**config.mk**
```make
export PLATFORM = sky130hd
export DESIGN_NAME = bcd_seg_scan_flat
export DESIGN_NICKNAME = d
export VERILOG_FILES = /design/src/rtl/bcd_seg_scan_if.sv /design/src/rtl/bcd_seg_scan.sv /design/src/flat_wrapper.sv
export SDC_FILE = /design/constraint.sdc
export NUM_CORES = 1
export LEC_CHECK = 0
export ABC_AREA = 1
export BUFFER_PORTS_ARGS = -buffer_cell sky130_fd_sc_hd__buf_4
export CAP_MARGIN = 20
export CORE_UTILIZATION = 52
export CTS_BUF_LIST = sky130_fd_sc_hd__clkbuf_4
export DETAILED_ROUTE_END_ITERATION = 16
export MAX_ROUTING_LAYER = met4
export PLACE_DENSITY = 0.73
export SLEW_MARGIN = 0
export SYNTH_ARGS = -nofsm -noshare
export SYNTH_HDL_FRONTEND = slang
export SYNTH_SLANG_ARGS = --single-unit
```
**constraint.sdc**
```tcl
create_clock -name clk -period 1.8 [get_ports clk]
set_input_delay 0.18 -clock clk [delete_from_list [all_inputs] [get_ports clk]]
set_output_delay 0.18 -clock clk [all_outputs]
set_load 0.02 [all_outputs]
```
**src/rtl/bcd_seg_scan_if.sv**
```systemverilog
`default_nettype none
// ============================================================================
// Module      : bcd_seg_scan_if
// Description : Producer-to-display handshake bundle carrying a 3-digit BCD
//               value (hundreds/tens/ones) with a valid/ready transfer.
// Revision    : 1.0 - initial release
// ============================================================================
interface bcd_seg_scan_if;
  logic [11:0] bcd_in;     // [11:8] hundreds, [7:4] tens, [3:0] ones
  logic        bcd_valid;  // bcd_in is valid this cycle
  logic        bcd_ready;  // consumer pending slot is empty

  // Producer side
  modport master (
    output bcd_in,
    output bcd_valid,
    input  bcd_ready
  );

  // Display side
  modport slave (
    input  bcd_in,
    input  bcd_valid,
    output bcd_ready
  );
endinterface
`default_nettype wire

```
**src/rtl/bcd_seg_scan.sv**
```systemverilog
`default_nettype none
// ============================================================================
// Module      : bcd_seg_scan
// Description : 3-digit common-anode multiplexed seven-segment driver.
//               Accepts BCD values into a one-entry pending buffer and swaps
//               them into the display only at frame boundaries, so a digit
//               never tears mid-frame. Performs leading-zero blanking and
//               flags digits above 9 (shown as 'E').
// Revision    : 1.0 - initial release
// ============================================================================
module bcd_seg_scan #(
  parameter int PRESCALE = 4,  // clk cycles each digit is lit per slot (>= 1)
  parameter int CNT_W    = 3   // slot counter width, must hold PRESCALE-1
) (
  input  wire logic       clk,
  input  wire logic       rst,
  bcd_seg_scan_if.slave   bus,
  output logic [6:0]      seg_n,
  output logic [2:0]      an_n,
  output logic            err
);

  // Scan order D0 -> G0 -> D1 -> G1 -> D2 -> G2; Gx are one-cycle blank gaps
  // that keep the previous digit from ghosting into the next anode.
  typedef enum logic [2:0] {
    S_D0 = 3'd0,
    S_G0 = 3'd1,
    S_D1 = 3'd2,
    S_G1 = 3'd3,
    S_D2 = 3'd4,
    S_G2 = 3'd5
  } state_t;

  localparam logic [CNT_W-1:0] CNT_LAST = CNT_W'(PRESCALE - 1);
  localparam logic [6:0]       SEG_OFF  = 7'h7F;
  localparam logic [2:0]       AN_OFF   = 3'b111;

  state_t           state_q, state_d;
  logic [CNT_W-1:0] cnt_q,   cnt_d;
  logic [11:0]      pend_q;
  logic             pend_full_q;
  logic [11:0]      disp_q;
  logic             err_q;

  logic             accept;
  logic             xfer;
  logic             cnt_done;
  logic             hund_zero;
  logic             tens_zero;

  // Active-low segment pattern (bit0=a .. bit6=g); anything above 9 shows 'E'.
  function automatic logic [6:0] seg_decode(input logic [3:0] nib);
    logic [6:0] seg;
    case (nib)
      4'd0:    seg = 7'h40;
      4'd1:    seg = 7'h79;
      4'd2:    seg = 7'h24;
      4'd3:    seg = 7'h30;
      4'd4:    seg = 7'h19;
      4'd5:    seg = 7'h12;
      4'd6:    seg = 7'h02;
      4'd7:    seg = 7'h78;
      4'd8:    seg = 7'h00;
      4'd9:    seg = 7'h10;
      default: seg = 7'h06;
    endcase
    return seg;
  endfunction

  function automatic logic nib_bad(input logic [3:0] nib);
    return nib > 4'd9;
  endfunction

  // The buffer can only be full or filling, never both: ready is low whenever
  // a boundary transfer could happen, so accept and xfer are exclusive.
  assign bus.bcd_ready = !pend_full_q;
  assign accept        = bus.bcd_valid && !pend_full_q;
  assign xfer          = (state_q == S_G2) && pend_full_q;
  assign cnt_done      = (cnt_q == CNT_LAST);
  assign err           = err_q;

  // State and slot counter registers.
  always_ff @(posedge clk or posedge rst) begin
    if (rst) begin
      state_q <= S_G2;
      cnt_q   <= '0;
    end else begin
      state_q <= state_d;
      cnt_q   <= cnt_d;
    end
  end

  // Next-state: digit slots hold for PRESCALE cycles, gaps for one cycle.
  always_comb begin
    state_d = state_q;
    cnt_d   = '0;
    case (state_q)
      S_D0: if (cnt_done) state_d = S_G0; else cnt_d = cnt_q + 1'b1;
      S_G0: state_d = S_D1;
      S_D1: if (cnt_done) state_d = S_G1; else cnt_d = cnt_q + 1'b1;
      S_G1: state_d = S_D2;
      S_D2: if (cnt_done) state_d = S_G2; else cnt_d = cnt_q + 1'b1;
      S_G2: state_d = S_D0;
      default: state_d = S_G2;
    endcase
  end

  // Pending buffer fill and frame-boundary swap into the displayed value.
  always_ff @(posedge clk or posedge rst) begin
    if (rst) begin
      pend_q      <= '0;
      pend_full_q <= 1'b0;
      disp_q      <= '0;
      err_q       <= 1'b0;
    end else if (xfer) begin
      disp_q      <= pend_q;
      pend_full_q <= 1'b0;
      err_q       <= nib_bad(pend_q[11:8]) || nib_bad(pend_q[7:4]) ||
                     nib_bad(pend_q[3:0]);
    end else if (accept) begin
      pend_q      <= bus.bcd_in;
      pend_full_q <= 1'b1;
    end
  end

  // Blanking looks at the raw nibble value, so 'E' digits are never blanked.
  assign hund_zero = (disp_q[11:8] == 4'd0);
  assign tens_zero = (disp_q[7:4]  == 4'd0);

  // Anode/segment drive straight from state and display register.
  always_comb begin
    an_n  = AN_OFF;
    seg_n = SEG_OFF;
    case (state_q)
      S_D0: begin
        an_n  = 3'b110;
        seg_n = seg_decode(disp_q[3:0]);
      end
      S_D1: begin
        if (!(hund_zero && tens_zero)) begin
          an_n  = 3'b101;
          seg_n = seg_decode(disp_q[7:4]);
        end
      end
      S_D2: begin
        if (!hund_zero) begin
          an_n  = 3'b011;
          seg_n = seg_decode(disp_q[11:8]);
        end
      end
      default: begin
        an_n  = AN_OFF;
        seg_n = SEG_OFF;
      end
    endcase
  end

endmodule
`default_nettype wire

```
**src/flat_wrapper.sv**
```systemverilog
// flat-port wrapper written by rule: the top's interface ports become plain ports
module bcd_seg_scan_flat 
#(
  parameter int PRESCALE = 4,                                                 
  parameter int CNT_W    = 3                                              
)
  (clk, rst, seg_n, an_n, err, bus_bcd_in, bus_bcd_valid, bus_bcd_ready);
  bcd_seg_scan_if bus_i ();
  input  wire logic clk;
  input  wire logic rst;
  output logic [6:0] seg_n;
  output logic [2:0] an_n;
  output logic err;
  input wire logic [$bits(bus_i.bcd_in)-1:0] bus_bcd_in;
  input wire logic [$bits(bus_i.bcd_valid)-1:0] bus_bcd_valid;
  output wire logic [$bits(bus_i.bcd_ready)-1:0] bus_bcd_ready;
  assign bus_i.bcd_in = bus_bcd_in;
  assign bus_i.bcd_valid = bus_bcd_valid;
  assign bus_bcd_ready = bus_i.bcd_ready;
  bcd_seg_scan #(.PRESCALE(PRESCALE), .CNT_W(CNT_W)) u_core (.clk(clk), .rst(rst), .bus(bus_i), .seg_n(seg_n), .an_n(an_n), .err(err));
endmodule
```
==> key figures <==
Die
  • Die height: about 64 um
  • Initial core utilization: 0.549
  • Die Area: a little over 0.004 mm^2
  • Site Rows: 22
  • Std-Cell Core Area: ~0.0037 mm^2
  • Die W: approximately 64 um
  • I/O pin count: 27

Run status
  • Failing checks: setup timing
  • Status: complete, but fails checks

Timing
  • Clk_skew: about 0.0087 ns
  • Worst slew margin: 0.600
  • Fin. max-slew vios: 0
  • Final setup violation count: 8
  • Fmax: around 540 MHz
  • Hold slack: around 0.082 ns
  • Tmin final: between 1.5 and 2 ns
  • Fin crit share: 1.03
  • Final worst slack: -0.0454 ns
  • RSZ-0062 raised after global routing: yes
  • Final hold violation count: 0
  • Setup TNS: -0.185 ns
  • Slew @ Worst Pin: 0.598 ns

Route
  • Routed Antenna Nets: 0
  • DRC viols: 0
  • Via count: ~1800
  • Drt via density: approximately 5
  • WL/cell: between 10 and 15 um
  • DRT iter0 DRCs: around 130
  • DRT Wirelength: ~4.3 mm
  • DR pass1 iterations: 4

Layout
  • Synth-to-layout area growth: 31.6%
  • Nets: approximately 350
  • Final Instance Area: around 0.0027 mm^2
  • Layout Cells excl Fill: 363
  • Share of cells above drive strength 1: 0.330
  • ANT cells: 0
  • Utilization after layout: 0.722

Worst hold path
  • Hold WC Path Type: primary input to flip-flop

Synth
  • Syn nets: about 300
  • Sequential cell area fraction in the yosys report: 0.397
  • Synth top area cells: dfrtp_1 (37%), nand2_1 (13%), ha_1 (11%)
  • Synth Area per Inst: 7.70 um^2
  • FF+latch count, synth: 32
  • Yosys top cell by area: dfrtp_1
  • Area of the mapped netlist: around 0.0020 mm^2
  • Syn. warnings: 0
  • Post-synth top area share: 0.371
  • Synth cell types: 26
  • Cells after Synth: around 260

Clock network
  • TritonCTS clock tree: yes
  • Clock Path Buffers: 2
  • Skew-Pair Late Insertion Delay: about 0.33 ns
  • TritonCTS buffer count: 5
  • CTS root buf: clkbuf_4
  • H-tree levels: 2
  • Clock-pin slew on the worst setup and hold paths: around 0.090 ns
  • Clk sink count: 32

Power
  • Maximum VDD drop: 0.834 mV
  • PD cells: roughly 1300 mW/mm^2
  • Leak: 1.30 nW
  • Total power: 3.48 mW

Place
  • DPL Wire Length: approximately 3.0 mm
  • Placed cell count: 338
  • Pre-CTS WS: roughly 0.12 ns
  • Post-DP Area: around 0.0023 mm^2
  • GPL Wtd Cong: 0.785
  • Buffers on Ports: 26

Global routing
  • Antenna violations before repair: 0
  • Grt ovf: 0
  • Largest net degree at the start of global routing: 33
  • Total track usage: 0.236
  • Vias in the first global route: 1660
  • First-pass GRT wire length: approximately 7.3 mm

Setup path
  • WS Path Type: flip-flop to primary output
  • Critical Path AT: 1.67 ns
  • Crit-path max FO: 8
  • WP data required: between 1.5 and 2 ns
  • Worst setup EP type: primary output
  • Startpoint Class: flip-flop

Run
  • Max cap viols: 0
## routing by layer
metal	vias up	wire length (um)	part of all wire	global-route usage
li1	940	-	-	-
met1	807	2050	0.47	0.314
met2	54	2010	0.46	0.351
met3	9	207	0.048	0.0607
met4	0	76	0.018	0.0778
met5	-	0	0	-
## repair_timing
action | 4_1_cts | 5_1_grt
pin swaps | 14 | 13
endpoints found under the hold margin | 30 | 0
gates resized for setup | 29 | 21
endpoints found under the setup margin | 8 | 8
hold buffers | 1 | 0
buffers inserted | 15 | 1
## registers in the layout, summed over array words and instances, names as in the netlist, named ones only
| signal | flops |
|---|---|
| u_core.err | 1 |
| u_core.state_q | 2 |
| u_core.cnt_q | 3 |
| u_core.pend_full_q | 1 |
| u_core.disp_q | 12 |
| u_core.pend_q | 12 |
## cell families (layout without fill, tap and decap cells)
logic type	Yosys count	after routing	synth area share
adder cells (fa/ha/maj)	17	17	0.105
AND/OR/NAND/NOR	138	138	0.298
flip-flops	32	32	0.397
multiplexers	7	7	0.0389
buffers and inverters	36	88	0.0760
AO/OA/AOI/OAI	33	33	0.0853
## critical path: stages, from the launching register on
cell and delay [ns]:
dfrtp_1 0.40, inv_2 0.11, ha_4 0.14, inv_2 0.04, nor3_4 0.16, nand2_2 0.13
nand2_1 0.10, nand2_1 0.07, nand3_2 0.08, buf_6 0.11
## where the power goes
group,internal (mW),switching (mW),leakage [nW]
Clock,0.180,0.224,0.0338
Sequential,0.994,0.259,0.370
Combinational,0.815,1.01,0.895
## synthesized netlist by cell type, drive strengths merged
cell type	instances
o211ai	2
nand4	1
buf	5
nand3	20
inv	30
nor3	4
o21ai	21
ha	17
dfrtp	30
nor3b	1
clkinv	1
nor2	38
or2	1
nand2	73
mux2	7
a21oi	8
dfstp	2
a31oi	1
o22ai	1
## placed cells by master, fill, tap and decap left out, types with 6 or more instances in the layout
cell type,count
buf_4,36
nor2_1,35
inv_2,10
nand3_2,6
inv_1,20
buf_6,11
ha_1,10
o21ai_0,18
dfrtp_1,28
a21oi_1,7
nand3_1,13
mux2_2,7
clkbuf_4,7
nand2_1,69
## path summary, 6_finish.rpt
| kind | cells past startpoint | slack (ns) | endpoint | start |
|---|---|---|---|---|
| min in group asynchronous | 4 | 0.48 | u_core.disp_q[10] | rst |
| setup / recovery | 9 | -0.05 | seg_n[3] | u_core.disp_q[5] |
| setup reg to reg | 3 | 0.40 | u_core.pend_q[6] | u_core.pend_full_q |
| hold reg to reg | 1 | 0.46 | u_core.cnt_q[0] | u_core.cnt_q[0] |
| hold / removal | 2 | 0.08 | u_core.pend_q[4] | bus_bcd_in[4] |
| max in group asynchronous | 4 | 1.01 | u_core.state_q[0] | rst |
## final cells by class
type,instances,area [um^2]
clock buffers,7,52.6
clock inverters,1,3.75
fillers,294,1020
inverters,31,120
multi-input cells,195,1200
flip-flops and latches,32,806
well taps,48,60.1
repair buffers,49,424
(Power assumes the default switching activity.)
